## config.mk

```make
export PLATFORM = sky130hd
export DESIGN_NAME = mem_stage_nested_flat
export DESIGN_NICKNAME = d
export VERILOG_FILES = /design/src/rtl/mem_stage_nested_if.sv /design/src/rtl/mem_stage_nested.sv /design/src/flat_wrapper.sv
export SDC_FILE = /design/constraint.sdc
export NUM_CORES = 1
export LEC_CHECK = 0
export BUFFER_PORTS_ARGS = -buffer_cell sky130_fd_sc_hd__buf_2
export CORE_MARGIN = 4
export CORE_UTILIZATION = 46
export CTS_CLUSTER_SIZE = 20
export DETAILED_ROUTE_END_ITERATION = 16
export PLACE_DENSITY = 0.79
export SLEW_MARGIN = 20
export SYNTH_ARGS = -nofsm -noshare
export SYNTH_HDL_FRONTEND = slang
export SYNTH_SLANG_ARGS = --single-unit
export TNS_END_PERCENT = 20
```

## constraint.sdc

```tcl
create_clock -name clk -period 8.24 [get_ports clk]
set_input_delay 0.412 -clock clk [delete_from_list [all_inputs] [get_ports clk]]
set_output_delay 0.412 -clock clk [all_outputs]
set_load 0.02 [all_outputs]
```

## src/rtl/mem_stage_nested_if.sv

```systemverilog
// mem_stage_nested_if: memory bus between the MEM stage and memory or peripherals
interface mem_stage_nested_if #(parameter int DATA_W = 32);
  logic [DATA_W-1:0] bus_addr, bus_wdata, bus_rdata;
  logic [DATA_W/8-1:0] bus_be;
  logic bus_rd, bus_wr, bus_ready;
  modport master(output bus_addr, bus_wdata, bus_be, bus_rd, bus_wr, input bus_rdata, bus_ready);
  modport slave(input bus_addr, bus_wdata, bus_be, bus_rd, bus_wr, output bus_rdata, bus_ready);
endinterface

```

## src/rtl/mem_stage_nested.sv

```systemverilog
// mem_stage_nested: EX->WB memory-access stage with wait-state handshake and nested IRQ MEM_WB backup stack
module mem_stage_nested #(
  parameter int DATA_W = 32,
  parameter int REG_AW = 5,
  parameter int BACKUP_DEPTH = 4
) (
  input  logic clk,
  input  logic reset_b,
  input  logic [DATA_W-1:0] alu_s,
  input  logic [DATA_W-1:0] mem_write_data,
  input  logic mem_read,
  input  logic mem_write,
  input  logic [1:0] mem_size,
  input  logic mem_signed,
  input  logic [REG_AW-1:0] write_reg,
  input  logic reg_write,
  input  logic [1:0] mem_to_reg,
  input  logic [DATA_W-1:0] pc_plus4,
  input  logic lu_op,
  input  logic [DATA_W-1:0] lu_data,
  input  logic irq_backup,
  input  logic irq_recovery,
  mem_stage_nested_if.master bus,
  output logic stall,
  output logic [DATA_W-1:0] mem_wb_data,
  output logic [REG_AW-1:0] mem_wb_reg,
  output logic mem_wb_we,
  output logic misalign,
  output logic [$clog2(BACKUP_DEPTH):0] backup_level,
  output logic backup_err
);
  localparam int LANE_W = $clog2(DATA_W/8);
  localparam int LW = $clog2(BACKUP_DEPTH) + 1;
  localparam int IW = BACKUP_DEPTH > 1 ? $clog2(BACKUP_DEPTH) : 1;
  localparam int WB_W = DATA_W + REG_AW + 1;
  localparam logic [0:0] IDLE = 1'b0;
  localparam logic [0:0] WAIT = 1'b1;
  logic [0:0] state;
  logic req, mis, valid, irq_any, go;
  logic [2:0] am;
  logic [LANE_W-1:0] lane;
  logic [DATA_W-1:0] sh, lmask, top, ld, wb;
  logic [DATA_W/8-1:0] be_base;
  logic [WB_W-1:0] mem_wb;
  logic [WB_W-1:0] stack [BACKUP_DEPTH];
  assign {mem_wb_data, mem_wb_reg, mem_wb_we} = mem_wb;
  always_comb begin
    req = mem_read | mem_write;
    am = mem_size == 2'd0 ? 3'd0 : mem_size == 2'd1 ? 3'd1 : mem_size == 2'd2 ? 3'd3 : 3'd7;
    mis = req & ((|(alu_s[2:0] & am)) | (mem_size == 2'd3 && DATA_W == 32));
    valid = req & ~mis;
    irq_any = irq_backup | irq_recovery;
    go = valid & reset_b & ~irq_any;
    lane = alu_s[LANE_W-1:0];
    bus.bus_addr = {alu_s[DATA_W-1:LANE_W], LANE_W'(0)};
    bus.bus_wdata = mem_size == 2'd0 ? {(DATA_W/8){mem_write_data[7:0]}} :
                    mem_size == 2'd1 ? {(DATA_W/16){mem_write_data[15:0]}} :
                    mem_size == 2'd2 ? {(DATA_W/32){mem_write_data[31:0]}} : mem_write_data;
    be_base = ~({(DATA_W/8){1'b1}} << (1 << mem_size));
    bus.bus_be = go ? be_base << lane : '0;
    bus.bus_rd = go & mem_read;
    bus.bus_wr = go & mem_write;
    stall = reset_b & ~bus.bus_ready & (state | valid);
    sh = bus.bus_rdata >> {lane, 3'b000};
    lmask = ~({DATA_W{1'b1}} << (8 << mem_size));
    top = lmask & ~(lmask >> 1);
    ld = (sh & lmask) | (mem_signed && |(sh & top) ? ~lmask : '0);
    wb = lu_op ? lu_data : mem_to_reg[1] ? pc_plus4 : mem_to_reg[0] ? ld : alu_s;
  end
  always_ff @(posedge clk or negedge reset_b)
    if (!reset_b) begin
      state <= IDLE;
      mem_wb <= '0;
      misalign <= 1'b0;
      backup_level <= '0;
      backup_err <= 1'b0;
    end else begin
      state <= stall && !irq_any ? WAIT : IDLE;
      misalign <= mis;
      if (irq_recovery) begin
        mem_wb <= backup_level != '0 ? stack[IW'(backup_level - 1'b1)] : '0;
        backup_level <= backup_level != '0 ? backup_level - 1'b1 : backup_level;
        backup_err <= backup_err | (backup_level == '0);
      end else if (irq_backup) begin
        mem_wb <= '0;
        backup_level <= backup_level != LW'(BACKUP_DEPTH) ? backup_level + 1'b1 : backup_level;
        backup_err <= backup_err | (backup_level == LW'(BACKUP_DEPTH));
      end else
        mem_wb <= stall ? '0 : {wb, write_reg, reg_write & ~mis};
    end
  always_ff @(posedge clk)
    if (irq_backup && !irq_recovery && backup_level != LW'(BACKUP_DEPTH))
      stack[IW'(backup_level)] <= mem_wb;
endmodule
```

## src/flat_wrapper.sv

```systemverilog
// flat-port wrapper written by rule: the top's interface ports become plain ports
module mem_stage_nested_flat 
#(
  parameter int DATA_W = 32,
  parameter int REG_AW = 5,
  parameter int BACKUP_DEPTH = 4
)
  (clk, reset_b, alu_s, mem_write_data, mem_read, mem_write, mem_size, mem_signed, write_reg, reg_write, mem_to_reg, pc_plus4, lu_op, lu_data, irq_backup, irq_recovery, stall, mem_wb_data, mem_wb_reg, mem_wb_we, misalign, backup_level, backup_err, bus_bus_addr, bus_bus_wdata, bus_bus_be, bus_bus_rd, bus_bus_wr, bus_bus_rdata, bus_bus_ready);
  mem_stage_nested_if #(.DATA_W(DATA_W)) bus_i ();
  input  logic clk;
  input  logic reset_b;
  input  logic [DATA_W-1:0] alu_s;
  input  logic [DATA_W-1:0] mem_write_data;
  input  logic mem_read;
  input  logic mem_write;
  input  logic [1:0] mem_size;
  input  logic mem_signed;
  input  logic [REG_AW-1:0] write_reg;
  input  logic reg_write;
  input  logic [1:0] mem_to_reg;
  input  logic [DATA_W-1:0] pc_plus4;
  input  logic lu_op;
  input  logic [DATA_W-1:0] lu_data;
  input  logic irq_backup;
  input  logic irq_recovery;
  output logic stall;
  output logic [DATA_W-1:0] mem_wb_data;
  output logic [REG_AW-1:0] mem_wb_reg;
  output logic mem_wb_we;
  output logic misalign;
  output logic [$clog2(BACKUP_DEPTH):0] backup_level;
  output logic backup_err;
  output wire logic [$bits(bus_i.bus_addr)-1:0] bus_bus_addr;
  output wire logic [$bits(bus_i.bus_wdata)-1:0] bus_bus_wdata;
  output wire logic [$bits(bus_i.bus_be)-1:0] bus_bus_be;
  output wire logic [$bits(bus_i.bus_rd)-1:0] bus_bus_rd;
  output wire logic [$bits(bus_i.bus_wr)-1:0] bus_bus_wr;
  input wire logic [$bits(bus_i.bus_rdata)-1:0] bus_bus_rdata;
  input wire logic [$bits(bus_i.bus_ready)-1:0] bus_bus_ready;
  assign bus_bus_addr = bus_i.bus_addr;
  assign bus_bus_wdata = bus_i.bus_wdata;
  assign bus_bus_be = bus_i.bus_be;
  assign bus_bus_rd = bus_i.bus_rd;
  assign bus_bus_wr = bus_i.bus_wr;
  assign bus_i.bus_rdata = bus_bus_rdata;
  assign bus_i.bus_ready = bus_bus_ready;
  mem_stage_nested #(.DATA_W(DATA_W), .REG_AW(REG_AW), .BACKUP_DEPTH(BACKUP_DEPTH)) u_core (.clk(clk), .reset_b(reset_b), .alu_s(alu_s), .mem_write_data(mem_write_data), .mem_read(mem_read), .mem_write(mem_write), .mem_size(mem_size), .mem_signed(mem_signed), .write_reg(write_reg), .reg_write(reg_write), .mem_to_reg(mem_to_reg), .pc_plus4(pc_plus4), .lu_op(lu_op), .lu_data(lu_data), .irq_backup(irq_backup), .irq_recovery(irq_recovery), .bus(bus_i), .stall(stall), .mem_wb_data(mem_wb_data), .mem_wb_reg(mem_wb_reg), .mem_wb_we(mem_wb_we), .misalign(misalign), .backup_level(backup_level), .backup_err(backup_err));
endmodule
```

==> After elaboration in Yosys (flattened, before gate mapping) <==
Memories as Yosys holds them, arrays and structs flattened.
Cells that the tools add are included.
{ "op_classes": {"n_addsub": 2, "eq_ne": 6, "shift": 6, "muxes": 23, "bitwise": 27, "n_reduce_logical": 14} }
{ "op_table": {"columns": ["cell", "n"], "rows": [
  ["two-way mux 32 bit", 6],
  ["two-way mux 38 bit", 4],
  ["AND 32 bit", 3],
  ["inverter 32 bit", 2],
  ["inverter 31 -> 32 bit", 1],
  ["bitwise OR 32 bit", 1],
  ["OR reduction 32 bit", 1],
  ["<< shifter 1 x 2 -> 32 bit (first input constant)", 1],
  ["<< shifter 32 x 32 -> 32 bit (first input constant)", 1],
  ["<< shifter 4 x 2 -> 32 bit (first input constant)", 1],
  ["<< shifter 4 x 32 -> 4 bit (first input constant)", 1],
  ["right shift 32 x 5 -> 32 bit", 1],
  ["two-way mux 3 bit", 7],
  ["AND 1 bit", 9],
  ["bitwise OR 1 bit", 6],
  ["two-way mux 1 bit", 5],
  ["== test 2 bit (second input constant)", 2],
  ["logical AND 1 bit", 4],
  ["two-way mux 4 bit", 1],
  ["inverter 4 bit", 1],
  ["nonzero test 2 bit", 2],
  ["<< shifter 4 x 2 -> 4 bit", 1],
  ["adder 3 x 1 -> 3 bit (second input constant)", 1],
  ["AND 3 bit", 1],
  ["other kinds (12)", 15]
]} }
{ "word_totals": {"regBits": 44, "mem_bits_rw": 152, "input_bits": 179, "n_memories": 1} }
{ "mem_list": {"columns": ["memory", "words", "word_bits", "read_ports", "rd_clocked_by_memory_dff", "wr", "line", "source"], "rows": [
  ["u_core.stack", 4, 38, 1, 0, 1, "mem_stage_nested.sv:45", "logic [WB_W-1:0] stack [BACKUP_DEPTH];"]
]} }

==> Logic depth before layout (Yosys ltp) <==
Gate-level depths: netlist (run 1).
{ "depth": {"ltp_word": 16, "mapped_depth": 10} }

==> Worst setup path after synthesis (run 1) <==
No wires, ideal clock.
{ "synth_timing": {"path_kind": "register to register", "from": "reg u_core.backup_level[0]", "to": "reg u_core.backup_level[2]", "setup_ns": 0.109, "arrival_time_ns": 3.182, "required_time_ns": 8.131, "setup_slack_ns": 4.949, "stages_incl_launch_ff": 11, "n_path_buf": 2, "period_less_slack_ns": 3.291, "path_cell_list": "dfrtp_1 -> clkbuf_1 -> buf_2 -> inv_1 -> ha_1 -> ha_1 -> nor3b_2 -> and2_1 -> a2bb2oi_1 -> nor2_1 -> a221oi_1"} }
{ "synth_via": {"elab_chain_cells": 4, "word_cells_on_any_way": 11, "cone_classes": "add/sub (2); eq/ne (2); mux (4); reduce/logical (3)"} }
{ "synth_lines": {"columns": ["item", "line", "source"], "rows": [
  ["from (decl)", "mem_stage_nested.sv:29", "output logic [$clog2(BACKUP_DEPTH):0] backup_level,"],
  ["from (signal assigned)", "mem_stage_nested.sv:82", "backup_level <= backup_level != '0 ? backup_level - 1'b1 : backup_level;"],
  ["from (signal assigned)", "mem_stage_nested.sv:86", "backup_level <= backup_level != LW'(BACKUP_DEPTH) ? backup_level + 1'b1 : backup_level;"],
  ["adder 3 x 1 -> 3 bit", "mem_stage_nested.sv:86", null],
  ["two-way mux 3 bit", "mem_stage_nested.sv:86", null],
  ["two-way mux 3 bit", "mem_stage_nested.sv:84", "end else if (irq_backup) begin"],
  ["two-way mux 3 bit", "mem_stage_nested.sv:80", "if (irq_recovery) begin"]
]} }
Several ways; a longest one is shown, not always the timed one. The select of a mux whose other input is x is not followed.
A chain may end at the register's enable or synchronous reset.

==> Worst setup path in the final report (run 1) <==
{ "layout_timing": {"from": "reg u_core.backup_level[1]", "to": "reg u_core.backup_level[2]"} }
The elaborated chain is that of the path after synthesis.

==> results of run 1 <==
==> per-layer routing <==
metal  vias to the layer above  routed length, microns  track usage
li1                       3169                       -            -
met1                      3715                   11400        0.320
met2                       459                   15500        0.430
met3                        60                    2670       0.0605
met4                         4                     844       0.0841
met5                         -                      26            0
==> synth_stat cells, types with 18 or more instances <==
cell type,count
sky130_fd_sc_hd__o21ai_0,30
sky130_fd_sc_hd__nor2b_1,19
sky130_fd_sc_hd__buf_4,47
sky130_fd_sc_hd__nand2_1,25
sky130_fd_sc_hd__mux2i_1,39
sky130_fd_sc_hd__edfxtp_1,152
sky130_fd_sc_hd__clkbuf_1,23
sky130_fd_sc_hd__mux2_2,18
sky130_fd_sc_hd__nor2_1,33
sky130_fd_sc_hd__a32oi_1,22
sky130_fd_sc_hd__mux4_2,39
sky130_fd_sc_hd__a21oi_1,24
sky130_fd_sc_hd__inv_1,20
sky130_fd_sc_hd__dfrtp_1,44
==> worst reg2reg max path, stage by stage (launching register included) <==
cell and delay (ns):
sky130_fd_sc_hd__dfrtp_1 0.39, sky130_fd_sc_hd__inv_1 0.10, sky130_fd_sc_hd__ha_2 0.21, sky130_fd_sc_hd__ha_1 0.21, sky130_fd_sc_hd__nor3b_2 0.43, sky130_fd_sc_hd__and2_4 0.66, sky130_fd_sc_hd__a2bb2oi_1 0.23, sky130_fd_sc_hd__nor2_1 0.06
sky130_fd_sc_hd__a221oi_1 0.20
==> final timing paths <==
| kind | cells after the start | startpoint | end | slack, ns |
|---|---|---|---|---|
| max in group asynchronous | 2 | reset_b | u_core.backup_level[0] | 7.61 |
| worst min-delay path | 2 | reset_b | u_core.state | 0.09 |
| worst max-delay path | 8 | u_core.backup_level[1] | u_core.backup_level[2] | 5.66 |
| worst min register to register | 1 | u_core.backup_err | u_core.backup_err | 0.49 |
| min in group clk | 2 | write_reg[0] | u_core.mem_wb[1] | 0.20 |
| worst max register to register | 8 | u_core.backup_level[1] | u_core.backup_level[2] | 5.66 |
==> metrics by stage <==
step / instances / util / power, mW / setup WS [ns]
floorplan: 699 / - / 2.27 / 4.95
global placement: 1179 / 0.540 / 2.67 / 5.47
detailed placement: 1179 / 0.540 / 2.71 / 5.37
CTS: 1211 / 0.568 / 3.51 / 5.34
global route: 1213 / 0.570 / 3.65 / 5.48
finish: 1215 / 0.570 / 3.50 / 5.66
==> where the power goes <==
group | switching (mW) | internal, mW | total (mW)
Sequential | 0.157 | 1.37 | 1.53
Clock | 0.404 | 0.407 | 0.811
Combinational | 0.673 | 0.485 | 1.16
Total | 1.23 | 2.26 | 3.50
==> cell families after synthesis <==
kind of cell    Yosys count
flops                   196
fa+ha+maj                 6
mux                      96
compound gates          172
buf+inv                 110
xor+xnor                  1
other cells               1
simple gates            116
==> final cells by class <==
| class | instances | area [sq um] |
|---|---|---|
| Antenna cell | 2 | 5.00 |
| Clock buffer | 17 | 425 |
| Clock inverter | 15 | 153 |
| Fill cell | 1635 | 8810 |
| Inverter | 22 | 82.6 |
| Multi-Input combinational cell | 393 | 3460 |
| Sequential cell | 196 | 5670 |
| Tap cell | 270 | 338 |
| Timing Repair Buffer | 300 | 1550 |
==> flow_metrics.py, run 1 <==
metrics = {
    "power_and_ir_drop": {
        "p_leak_nw": 4.73,
        "power_density_nw_per_um2": 299,
        "vdd_ir_drop_max_mv": 0.200,
    },
    "clocking": {
        "cts_setup_buffers": 0,
        "cts-resized-gates": 0,
        "clock_insertion_delay_worst_skew_ns": 0.44,
        "ctsLongestPathBuffers": 2,
        "hold_fix_buffer_count_after_cts": 0,
        "clk_root_buffer_cell": "sky130_fd_sc_hd__clkbuf_16",
        "ctsHtreeMaxLevel": 4,
        "clk_pin_slew_ns": 0.07,
        "clkSinkCount": 196,
        "cts-buffers-inserted": 17,
        "tritoncts_clock_tree": "built",
    },
    "detailed_routing": {
        "detail_route.first_pass.iterations": 5,
        "routed_wirelength_mm": 30.5,
        "drtAntennaViolNets": 0,
        "drc": 0,
        "via_count": 7407,
        "drt-initial-drc-count": 898,
        "mean_number_of_vias_per_cell": 6.10,
        "detail_route.wl_per_cell_microns": 25.1,
    },
    "synth": {
        "muxShareOfSynthArea": 0.151,
        "synth.top_cells.by_area": "sky130_fd_sc_hd__edfxtp_1, sky130_fd_sc_hd__dfrtp_1, sky130_fd_sc_hd__mux4_2",
        "async_flop_share": 0.224,
        "adder_and_majority_cell_fraction_of_the_synthesized_area": 0.00772,
        "synth_area_per_cell_sq_um": 13.9,
        "synth-seq-cells": 196,
        "complex_gate_fraction_of_the_synthesized_area": 0.131,
        "synth_sequential_area_ratio": 0.583,
        "synth-xor-area-share": 0.000901,
        "synth_top_cell_area_share": 0.469,
        "dominantRegCellSynth": "sky130_fd_sc_hd__edfxtp_1",
        "synthDistinctLibCells": 61,
        "synth_edf_count": 152,
        "ys.warnings.count": 0,
        "main_combinational_cell_family_by_area_after_synthesis": "multiplexers",
        "synth_simple_gate_area_share": 0.0627,
        "synth.largest_area_cell": "sky130_fd_sc_hd__edfxtp_1",
        "synthCells": 698,
        "synthesized_area_sq_um": 9720,
    },
    "placement": {
        "dp_hpwl_mm": 21.2,
        "gp_congestion": 0.856,
        "postPlaceCellArea_sq_um": 11100,
        "place.port_buffers": 290,
    },
    "timing": {
        "tns_ns": 0,
        "rsz0062_at_grt": "no",
        "timing.max_slew.rel_slack": 0.252,
        "finalHoldViolations": 0,
        "final_worst_path_cycle_share": 0.313,
        "finalSetupViolCount": 0,
        "hold_ws_ns": 0.0946,
        "max_freq_ghz": 0.387,
        "worst_max_slew_pin_slew_ns": 1.12,
        "post-route-min-period_ns": 2.58,
        "timing.final.max_slew_violations": 0,
        "finClkSkew_ns": 0.0127,
    },
    "global_routing": {
        "grt_pass1_vias": 7377,
        "grt.total_usage": 0.253,
        "grt_antenna_before_repair": 2,
        "grt_first_pass_wirelength_mm": 44.8,
        "sum_of_overflow_across_all_layers_after_global_routing": 0,
        "grt_max_degree": 55,
    },
    "worst_setup_path": {
        "cp.arrival_ns": 2.92,
        "worstSetupStartpointType": "register",
        "worstPathRequired_ns": 8.58,
        "timing.critical_path.to_type": "register",
        "critPathTopFamily": "simple AND/OR/NAND/NOR gates",
        "cp_slowest_stage_delay_ns": 0.66,
        "path_buf_inv": 1,
        "crit_path_cell_trace": "inv_1 > ha_2 > ha_1 > nor3b_2 > and2_4 > a2bb2oi_1 > nor2_1 > a221oi_1",
        "slowest_stage": "sky130_fd_sc_hd__and2_4",
        "worstSetupPathType": "reg -> reg",
        "crit_path_max_fo": 40,
    },
    "final_layout": {
        "layout.cells.most_common_list": "sky130_fd_sc_hd__buf_2, sky130_fd_sc_hd__edfxtp_1, sky130_fd_sc_hd__dfrtp_1",
        "layout.cell_area.non_filler_sq_um": 11700,
        "area_delta_synth_final_pct": 20.2,
        "layout.cells.most_common": "sky130_fd_sc_hd__buf_2",
        "number_of_flip_flops_in_the_largest_register": 152,
        "final_layout_size_suffix_gt1_frac": 0.434,
        "design.final.nets": 1115,
    },
    "floorplan": {
        "fp.dieW_microns": 153,
        "dieHeight_microns": 153,
        "design.portCount": 293,
        "rows": 52,
        "die_ar_sq_um": 23500,
        "effective_utilization_at_floorplan": 0.474,
        "floorplan.core_area_sq_um": 20500,
    },
    "outcome": {
        "status": "finished clean",
    },
    "flow_run": {
        "max_cap_violations": 0,
    },
    "min_path": {
        "hold_path_class": "in -> async",
    },
}
(Power assumes the default switching activity.)
==> run 2, diff against run 1 <==
clock period = 2.59 ns   (was 8.24 ns; I/O delays follow)
==> flow_metrics.py, run 2 (synthesized netlist as in run 1, its figures left out) <==
metrics = {
    "min_path": {
        "hold_path_class": "in -> reg",
        "min-delay-start": "lu_data[23]",
    },
    "detailed_routing": {
        "detail_route.first_pass.iterations": 5,
        "detail_route.wl_per_cell_microns": 24.0,
        "mean_number_of_vias_per_cell": 5.94,
        "via_count": 7446,
        "drtAntennaViolNets": 0,
        "drt-initial-drc-count": 740,
        "routed_wirelength_mm": 30.1,
        "drc": 0,
    },
    "global_routing": {
        "grt_antenna_before_repair": 3,
        "grt_util_met2": 0.432,
        "grt_max_degree": 47,
        "use_met1": 0.312,
        "global_route.peak_usage_layer": "met2",
        "grt_first_pass_wirelength_mm": 44.7,
        "gr-usage-met3": 0.0520,
        "sum_of_overflow_across_all_layers_after_global_routing": 0,
        "grt.total_usage": 0.249,
        "grt_pass1_vias": 7532,
    },
    "clocking": {
        "cts-buffers-inserted": 17,
        "clkSinkCount": 196,
        "clock_insertion_delay_worst_skew_ns": 0.43,
        "ctsLongestPathBuffers": 2,
        "clk_root_buffer_cell": "sky130_fd_sc_hd__clkbuf_16",
        "ctsHtreeMaxLevel": 4,
        "clk_pin_slew_ns": 0.07,
        "tritoncts_clock_tree": "built",
    },
    "power_and_ir_drop": {
        "p_leak_nw": 4.96,
        "vdd_ir_drop_max_mv": 0.487,
        "power_density_nw_per_um2": 942,
    },
    "final_layout": {
        "num-fill-cells": 1545,
        "final_layout_size_suffix_gt1_frac": 0.438,
        "number_of_flip_flops_in_the_largest_register": 152,
        "utilization_of_the_core_after_routing": 0.590,
        "design.final.nets": 1154,
        "area_delta_synth_final_pct": 24.3,
        "layout.cells.most_common_list": "sky130_fd_sc_hd__buf_2, sky130_fd_sc_hd__edfxtp_1, sky130_fd_sc_hd__dfrtp_1",
        "layout.cells.most_common": "sky130_fd_sc_hd__buf_2",
    },
    "worst_setup_path": {
        "critical_path.startpoint": "u_core.backup_level[1]",
        "cp.arrival_ns": 2.35,
        "crit_path_cell_trace": "inv_1 > ha_2 > ha_1 > nor3b_2 > and2_2 > buf_4",
        "cp_slowest_stage_delay_ns": 0.39,
        "slowest_stage": "sky130_fd_sc_hd__dfrtp_1",
        "worstPathRequired_ns": 2.72,
        "worstSetupStartpointType": "register",
        "worstSetupPathType": "reg -> reg",
        "timing.critical_path.to_type": "register",
        "worstReg2RegStart": "u_core.backup_level[1]",
        "reg2reg_setup_slack_ns": 0.37,
        "crit_path_max_fo": 12,
    },
    "floorplan": {
        "die_ar_sq_um": 23500,
        "rows": 52,
        "floorplan.core_area_sq_um": 20500,
        "fp.dieW_microns": 153,
        "effective_utilization_at_floorplan": 0.474,
        "dieHeight_microns": 153,
        "design.portCount": 293,
    },
    "placement": {
        "gp_congestion": 0.900,
        "dp_hpwl_mm": 22.2,
        "place.port_buffers": 290,
    },
    "outcome": {
        "status": "finished clean",
    },
    "timing": {
        "rsz0062_at_grt": "no",
        "max_freq_ghz": 0.451,
        "final_worst_path_cycle_share": 0.856,
        "finalHoldViolations": 0,
        "post-route-min-period_ns": 2.22,
        "hold_ws_ns": 0.0122,
        "timing.max_slew.rel_slack": 0.413,
        "timing.final.max_slew_violations": 0,
        "worst_max_slew_pin_slew_ns": 0.880,
        "finClkSkew_ns": 0.00748,
        "finalSetupViolCount": 0,
    },
    "flow_run": {
        "max_cap_violations": 0,
    },
}
[run 2: final timing paths]
| path | endpoint | cells after the start |
|---|---|---|
| min reg2reg | u_core.backup_err | 1 |
| max reg2reg | u_core.stack[2][11] | 6 |
| max | u_core.stack[2][11] | 6 |
| max in group asynchronous | u_core.backup_level[0] | 3 |
| min | u_core.mem_wb[29] | 3 |
| min in group asynchronous | u_core.mem_wb[34] | 3 |
[run 2: layout make-up]
class	count	area [sq um]	share of cell area
Antenna cell	2	5.00	0.000414
Clock buffer	20	457	0.0378
Inverter	22	82.6	0.00683
Multi-Input combinational cell	393	3460	0.286
Clock inverter	12	179	0.0148
Timing Repair Buffer	339	1900	0.157
Tap cell	270	338	0.0279
Sequential cell	196	5670	0.469
[run 2: repair_timing]
action | 4_1_cts | 5_1_grt
resized for setup | 0 | 0
hold buffers | 17 | 0
buffers inserted | 0 | 0
hold endpoints to repair | 60 | 0
[run 2: layer usage]
metal  up-vias  wire, microns
met5         -             41
met4         6           1040
met3        64           2590
met2       467          15200
met1      3651          11200
li1       3258              -
[run 2: metrics by stage]
stage	total power, mW	setup slack, ns	std cells	cell area, sq um	TNS [ns]
2_1_floorplan	7.24	-0.153	699	9730	-17.56
3_3_place_gp	8.53	0.500	1203	11300	0
3_5_place_dp	8.64	0.372	1203	11300	0
4_1_cts	11.4	0.307	1252	12100	0
5_1_grt	11.9	0.176	1252	12100	0
6_report	11.4	0.373	1254	12100	0
[run 2: where the power goes]
part / leakage, nW / internal (mW) / switching (mW)
clock: 0.314 / 1.67 / 1.12
combinational: 2.70 / 1.60 / 2.12
sequential: 1.94 / 4.37 / 0.505
[run 2: worst max-delay path, delay by kind of cell, from the launching register on]
kind	cells	cell delay [ns]
and+or+nand+nor	2	0.76
adders and majority gates	2	0.40
DFF	1	0.39
buffers and inverters	2	0.36
